`src/rtl/uart_mmio_pkg.sv`:
```
// rtl/uart_mmio_pkg.sv - register map, bit indices and FSM state types for the UART MMIO bridge
package uart_mmio_pkg;

   // Register offsets relative to BASE_ADDR
   localparam logic [1:0] OFF_DATA   = 2'd0;
   localparam logic [1:0] OFF_STATUS = 2'd1;
   localparam logic [1:0] OFF_CTRL   = 2'd2;

   // STATUS bit positions
   localparam int ST_RX_NEMPTY = 0;
   localparam int ST_RX_FULL   = 1;
   localparam int ST_TX_NEMPTY = 2;
   localparam int ST_TX_FULL   = 3;
   localparam int ST_TX_DROP   = 4;
   localparam int ST_IRQ       = 7;

   // CTRL bit positions
   localparam int CT_RX_IE       = 0;
   localparam int CT_TX_EMPTY_IE = 1;
   localparam int CT_CLR_DROP    = 7;

   typedef enum logic [1:0] {
      T_IDLE   = 2'd0,
      T_STROBE = 2'd1,
      T_WAIT   = 2'd2
   } tx_state_t;

   typedef enum logic [1:0] {
      R_IDLE   = 2'd0,
      R_STROBE = 2'd1,
      R_WAIT   = 2'd2
   } rx_state_t;

endpackage

```
`src/rtl/byte_fifo.sv`:
```
// rtl/byte_fifo.sv - 8-bit synchronous FIFO with combinational head and simultaneous push/pop
module byte_fifo #(
   parameter int DEPTH = 4
) (
   input  logic       clk,
   input  logic       nrst,
   input  logic       push,
   input  logic       pop,
   input  logic [7:0] din,
   output logic [7:0] head,
   output logic       empty,
   output logic       full
);

   localparam int AW = $clog2(DEPTH);

   logic [7:0]  mem [DEPTH];
   logic [AW:0] wptr;
   logic [AW:0] rptr;
   logic        do_pop;
   logic        do_push;

   // The extra pointer bit tells full apart from empty when the indices match
   assign empty   = (wptr == rptr);
   assign full    = (wptr[AW] != rptr[AW]) && (wptr[AW-1:0] == rptr[AW-1:0]);
   assign do_pop  = pop & ~empty;
   // A push into a full FIFO is still accepted when a pop frees the slot this cycle
   assign do_push = push & (~full | do_pop);
   assign head    = mem[rptr[AW-1:0]];

   // Pointer advance; contents are discarded on reset by rewinding both pointers
   always_ff @(posedge clk or negedge nrst) begin
      if (!nrst) begin
         wptr <= '0;
         rptr <= '0;
      end else begin
         if (do_push) wptr <= wptr + 1'b1;
         if (do_pop)  rptr <= rptr + 1'b1;
      end
   end

   // Storage write; no reset needed since empty masks stale entries
   always_ff @(posedge clk) begin
      if (do_push) mem[wptr[AW-1:0]] <= din;
   end

endmodule

```
`src/rtl/uart_mmio_bridge.sv`:
```
// rtl/uart_mmio_bridge.sv - CPU bus responder bridging byte registers to the board UART handshake ports
module uart_mmio_bridge
   import uart_mmio_pkg::*;
#(
   parameter logic [15:0] BASE_ADDR  = 16'hF000,
   parameter int          FIFO_DEPTH = 4
) (
   input  logic        clk,
   input  logic        nrst,
   input  logic [15:0] addr,
   input  logic [7:0]  din,
   input  logic        read_en,
   output logic [7:0]  dout,
   output logic        hit,
   output logic [7:0]  txdata,
   output logic        txclk,
   input  logic        txready,
   input  logic [7:0]  rxdata,
   output logic        rxclk,
   input  logic        rxready,
   output logic        irq
);

   logic [15:0] offset;
   logic [1:0]  reg_sel;
   logic        data_rd;
   logic        data_wr;
   logic        ctrl_wr;
   logic        prev_match;

   logic        rx_ie;
   logic        tx_empty_ie;
   logic        tx_drop;

   logic        tx_pop;
   logic [7:0]  tx_head;
   logic        tx_empty;
   logic        tx_full;
   logic        tx_load;

   logic        rx_push;
   logic        rx_pop;
   logic [7:0]  rx_head;
   logic        rx_empty;
   logic        rx_full;

   logic [7:0]  status;

   tx_state_t   tx_state, tx_next;
   rx_state_t   rx_state, rx_next;

   // Modular subtraction keeps the window correct even near the top of the map
   assign offset  = addr - BASE_ADDR;
   assign hit     = (offset < 16'd3);
   assign reg_sel = offset[1:0];

   assign data_rd = hit & read_en  & (reg_sel == OFF_DATA);
   assign data_wr = hit & ~read_en & (reg_sel == OFF_DATA);
   assign ctrl_wr = hit & ~read_en & (reg_sel == OFF_CTRL);
   // Only the first cycle of a held DATA read consumes a byte
   assign rx_pop  = data_rd & ~prev_match;

   byte_fifo #(.DEPTH(FIFO_DEPTH)) u_tx_fifo (
      .clk   (clk),
      .nrst  (nrst),
      .push  (data_wr),
      .pop   (tx_pop),
      .din   (din),
      .head  (tx_head),
      .empty (tx_empty),
      .full  (tx_full)
   );

   byte_fifo #(.DEPTH(FIFO_DEPTH)) u_rx_fifo (
      .clk   (clk),
      .nrst  (nrst),
      .push  (rx_push),
      .pop   (rx_pop),
      .din   (rxdata),
      .head  (rx_head),
      .empty (rx_empty),
      .full  (rx_full)
   );

   // Remember whether the previous cycle was already a DATA read
   always_ff @(posedge clk or negedge nrst) begin
      if (!nrst) prev_match <= 1'b0;
      else       prev_match <= data_rd;
   end

   // CTRL enables and the sticky drop flag
   always_ff @(posedge clk or negedge nrst) begin
      if (!nrst) begin
         rx_ie       <= 1'b0;
         tx_empty_ie <= 1'b0;
         tx_drop     <= 1'b0;
      end else begin
         if (ctrl_wr) begin
            rx_ie       <= din[CT_RX_IE];
            tx_empty_ie <= din[CT_TX_EMPTY_IE];
         end
         if (data_wr && tx_full && !tx_pop) tx_drop <= 1'b1;
         else if (ctrl_wr && din[CT_CLR_DROP]) tx_drop <= 1'b0;
      end
   end

   // Level interrupt, registered so it lags its condition by one cycle
   always_ff @(posedge clk or negedge nrst) begin
      if (!nrst) irq <= 1'b0;
      else       irq <= (rx_ie & ~rx_empty) | (tx_empty_ie & tx_empty);
   end

   // TX state register and the byte presented to the transmitter
   always_ff @(posedge clk or negedge nrst) begin
      if (!nrst) begin
         tx_state <= T_IDLE;
         txdata   <= 8'h00;
      end else begin
         tx_state <= tx_next;
         if (tx_load) txdata <= tx_head;
      end
   end

   // TX handshake: launch on ready, strobe once, wait for ready to fall
   always_comb begin
      tx_next = tx_state;
      txclk   = 1'b0;
      tx_pop  = 1'b0;
      tx_load = 1'b0;
      case (tx_state)
         T_IDLE: begin
            if (!tx_empty && txready) begin
               tx_load = 1'b1;
               tx_next = T_STROBE;
            end
         end
         T_STROBE: begin
            txclk   = 1'b1;
            tx_pop  = 1'b1;
            tx_next = T_WAIT;
         end
         T_WAIT: begin
            if (!txready) tx_next = T_IDLE;
         end
         default: tx_next = T_IDLE;
      endcase
   end

   // RX state register
   always_ff @(posedge clk or negedge nrst) begin
      if (!nrst) rx_state <= R_IDLE;
      else       rx_state <= rx_next;
   end

   // RX handshake: accept only with room in the FIFO so no byte is ever lost
   always_comb begin
      rx_next = rx_state;
      rxclk   = 1'b0;
      rx_push = 1'b0;
      case (rx_state)
         R_IDLE: begin
            if (rxready && !rx_full) rx_next = R_STROBE;
         end
         R_STROBE: begin
            rxclk   = 1'b1;
            rx_push = 1'b1;
            rx_next = R_WAIT;
         end
         R_WAIT: begin
            if (!rxready) rx_next = R_IDLE;
         end
         default: rx_next = R_IDLE;
      endcase
   end

   // STATUS image assembled from live flags
   always_comb begin
      status               = 8'h00;
      status[ST_RX_NEMPTY] = ~rx_empty;
      status[ST_RX_FULL]   = rx_full;
      status[ST_TX_NEMPTY] = ~tx_empty;
      status[ST_TX_FULL]   = tx_full;
      status[ST_TX_DROP]   = tx_drop;
      status[ST_IRQ]       = irq;
   end

   // Read mux; zero whenever the address is outside the register window
   always_comb begin
      dout = 8'h00;
      if (hit) begin
         case (reg_sel)
            OFF_DATA:   dout = rx_empty ? 8'h00 : rx_head;
            OFF_STATUS: dout = status;
            OFF_CTRL:   dout = {6'b000000, tx_empty_ie, rx_ie};
            default:    dout = 8'h00;
         endcase
      end
   end

endmodule

```
`config.mk`:
```
export PLATFORM = sky130hd
export DESIGN_NAME = uart_mmio_bridge
export DESIGN_NICKNAME = d
export VERILOG_FILES = /design/src/rtl/uart_mmio_pkg.sv /design/src/rtl/byte_fifo.sv /design/src/rtl/uart_mmio_bridge.sv
export SDC_FILE = /design/constraint.sdc
export NUM_CORES = 1
export LEC_CHECK = 0
export CAP_MARGIN = 40
export CORE_MARGIN = 4
export CORE_UTILIZATION = 57
export CTS_BUF_LIST = sky130_fd_sc_hd__clkbuf_2
export DETAILED_ROUTE_END_ITERATION = 10
export GPL_ROUTABILITY_DRIVEN = 0
export PLACE_DENSITY = 0.91
export SYNTH_ARGS = -nofsm -noshare
export SYNTH_HDL_FRONTEND = slang
export SYNTH_SLANG_ARGS = --single-unit
export TNS_END_PERCENT = 5
```
`constraint.sdc`:
```
create_clock -name clk -period 2.2 [get_ports clk]
set_input_delay 0.55 -clock clk [delete_from_list [all_inputs] [get_ports clk]]
set_output_delay 0.55 -clock clk [all_outputs]
set_load 0.005 [all_outputs]
```
==> results.py <==
metrics = {
    "status": {
        "outcome": "finished, violations left",
        "violations": "setup timing",
    },
    "detailed_routing": {
        "wirelength_mm": 8.87,
        "wire_per_inst_um": 19.3,
        "vias": 2508,
        "drt_iter0_drc": 135,
        "ant_nets": 0,
        "drt-pass1-iter-count": 4,
        "via_per_inst": 5.45,
        "drc": 0,
    },
    "sta": {
        "finalHoldViolCount": 0,
        "period_needed_ns": 2.86,
        "setup_viol": 10,
        "period_share": 1.30,
        "drv_slew": 0,
        "rsz0062_at_grt": "yes",
        "skew_ns": 0.0318,
        "worst_slew_pin_slew_ns": 0.476,
        "setup_ws_ns": -0.661,
        "slew_headroom": 0.679,
        "max_freq_ghz": 0.350,
    },
    "clocking": {
        "cts_buffer_depth": 2,
        "clk_latency_ns": 0.53,
        "htree_levels": 3,
        "cts_buffers": 9,
        "root_buffer": "clkbuf_2",
        "clock-sinks": 93,
        "cts.clk_slew.worst_paths_ns": 0.26,
        "cts_tree": "done",
    },
    "critical_path": {
        "endpoint_kind": "output port",
        "startpoint_type": "flip-flop",
        "startpoint": "u_rx_fifo.rptr[0]$_DFFE_PN0P_",
        "reg2regPathDepth": 7,
        "cpPeakStageDelay_ns": 0.51,
        "path_cells": "buf_12, buf_4, mux4_2, nor2_1, o31ai_1, and2_1, buf_2",
        "worstPathMaxFanout": 5,
        "crit_arrival_ns": 2.31,
        "crit_required_ns": 1.65,
        "reg2reg_slack_ns": 0.23,
        "cp_slowest_cell": "dfrtp_2",
        "timing.rr.end": "u_rx_fifo.wptr[1]$_DFFE_PN0P_",
        "critPathKind": "flip-flop to output port",
        "r2r_start": "u_rx_fifo.rptr[1]$_DFFE_PN0P_",
    },
    "yosys": {
        "yosysUniqueCellTypes": 49,
        "synth_area_um2": 4130,
        "syn_inst": 237,
        "synth_flop_cell": "edfxtp_1",
        "yosysSeqAreaShare": 0.641,
        "ys_warn_count": 0,
        "syn_nets": 284,
        "async_flop_share": 0.312,
        "synthTopCellsByCount": "edfxtp_1 (64), dfrtp_1 (29), mux4_2 (16), ha_1 (10)",
        "syn_avg_cell_area_um2": 17.4,
        "synth_area_leaders": "edfxtp_1 (47%), dfrtp_1 (18%), mux4_2 (8.7%)",
        "synth.most_common_cell": "edfxtp_1",
        "synth_edf_count": 64,
        "yosysTopAreaCellShare": 0.465,
        "synth_top_area_cell": "edfxtp_1",
        "ys_seq_elements": 93,
    },
    "layout": {
        "fillCellCount": 388,
        "utilization": 0.786,
        "register_area_um2": 2650,
        "layout-drive-gt1-share": 0.398,
        "fin_area_um2": 5430,
        "syn2layout_area_growth_pct": 31.4,
        "num_antenna_cells": 0,
        "multiInputGateArea_um2": 1470,
        "fin_nets": 406,
    },
    "global_routing": {
        "grt.total_usage": 0.219,
        "grt_pass1_wl_mm": 14.1,
        "grt_max_degree": 30,
        "antenna_found_initial": 0,
        "grt_pass1_vias": 2799,
        "grt.overflow.total": 0,
    },
    "power": {
        "power.density_nw_per_um2": 887,
        "peakVddDrop_mv": 0.773,
        "p_leak_nw": 2.16,
    },
    "placed_design": {
        "port_buffers": 56,
        "hpwlAfterDp_mm": 6.34,
        "placed_area_um2": 5150,
    },
    "run": {
        "maxCapViolCount": 0,
    },
    "floorplan": {
        "die_y_um": 93.2,
        "io-pin-count": 57,
        "fp.dieW_um": 93.2,
        "start_util": 0.598,
        "fp.coreArea_um2": 6910,
        "rows": 30,
        "die-area_um2": 8680,
    },
    "min_path": {
        "min_path_type": "primary input to asynchronous set/reset pin",
    },
}
[what timing repair did]
item	in CTS	in global routing
resized for setup	57	3
pin swaps	11	0
setup endpoints to repair	29	10
buffers inserted	13	0
hold buffers	0	0
[through the flow]
stage	setup WS (ns)	power [mW]	hold WS, ns	setup TNS [ns]	std cells
finish	-0.661	4.82	0.354	-4.75	460
global placement	-0.855	3.73	0.449	-37.07	431
floorplan	0.0282	3.15	0.254	0	237
global route	-0.785	5.06	0.347	-5.78	460
CTS	-0.606	4.83	0.359	-4.73	460
detailed placement	-0.912	3.82	0.476	-42.08	431
[layer usage]
metal / track usage / vias to the layer above / wire length [um]
met5: 0 / - / 0
met4: 0.0928 / 0 / 236
met3: 0.0507 / 21 / 350
met2: 0.404 / 78 / 4970
met1: 0.240 / 1260 / 3320
li1: - / 1149 / -
[worst max path at each step]
stage | end | slack (ns) | cells after the start
floorplan | u_tx_fifo.mem[3][0]$_DFFE_PP_ | 0.03 | 3
global placement | dout[6] | -0.85 | 7
detailed placement | dout[6] | -0.91 | 7
CTS | dout[7] | -0.61 | 6
global route | dout[0] | -0.79 | 7
finish | dout[0] | -0.66 | 7
[placed cells by master (no fill, tap or decap), types with 5 or more instances in the layout]
cell type,netlist,final
dfrtp_1,29,28
clkbuf_2,0,10
ha_1,10,10
mux4_2,16,16
buf_2,1,6
buf_4,4,59
xor2_1,8,6
inv_1,8,8
nand2_1,9,9
and2_1,5,5
clkdlybuf4s50_1,0,39
nor2b_1,9,8
dlygate4sd2_1,0,8
mux2_4,8,8
edfxtp_1,64,64
[logic make-up (layout without fill, tap and decap cells)]
family,after synthesis,in the layout,synth area share
AO/OA/AOI/OAI,14,14,0.0257
XOR/XNOR,14,14,0.0315
adder cells (fa/ha/maj),10,10,0.0303
buffers and inverters,16,143,0.0203
flip-flops,93,93,0.641
multiplexers,30,30,0.133
AND/OR/NAND/NOR,60,60,0.119
[layout make-up]
class,instances,share of cell area
Clock inverter,7,0.0177
Inverter,8,0.00553
Multi-Input combinational cell,128,0.271
Tap cell,96,0.0221
Clock buffer,9,0.00830
Sequential cell,93,0.488
Timing Repair Buffer,119,0.187
[power breakdown]
group | internal (mW) | switching [mW]
logic | 0.942 | 0.654
registers | 2.12 | 0.153
clock network | 0.383 | 0.568
total | 3.44 | 1.38
[flip-flops by register name, indices dropped and copies added (netlist names), 2 cells and up]
signal,cells
rx_state,2
tx_state,2
txdata,8
u_rx_fifo.mem,32
u_rx_fifo.rptr,3
u_rx_fifo.wptr,3
u_tx_fifo.mem,32
u_tx_fifo.rptr,3
u_tx_fifo.wptr,3
[worst max-delay path: cells and delay by family, from the launching register on]
kind            cells  cell delay (ns)
buf+inv             3             0.39
compound gates      1             0.32
flops               1             0.51
mux                 1             0.33
simple gates        2             0.24
Power figures use the tool's default switching activity.
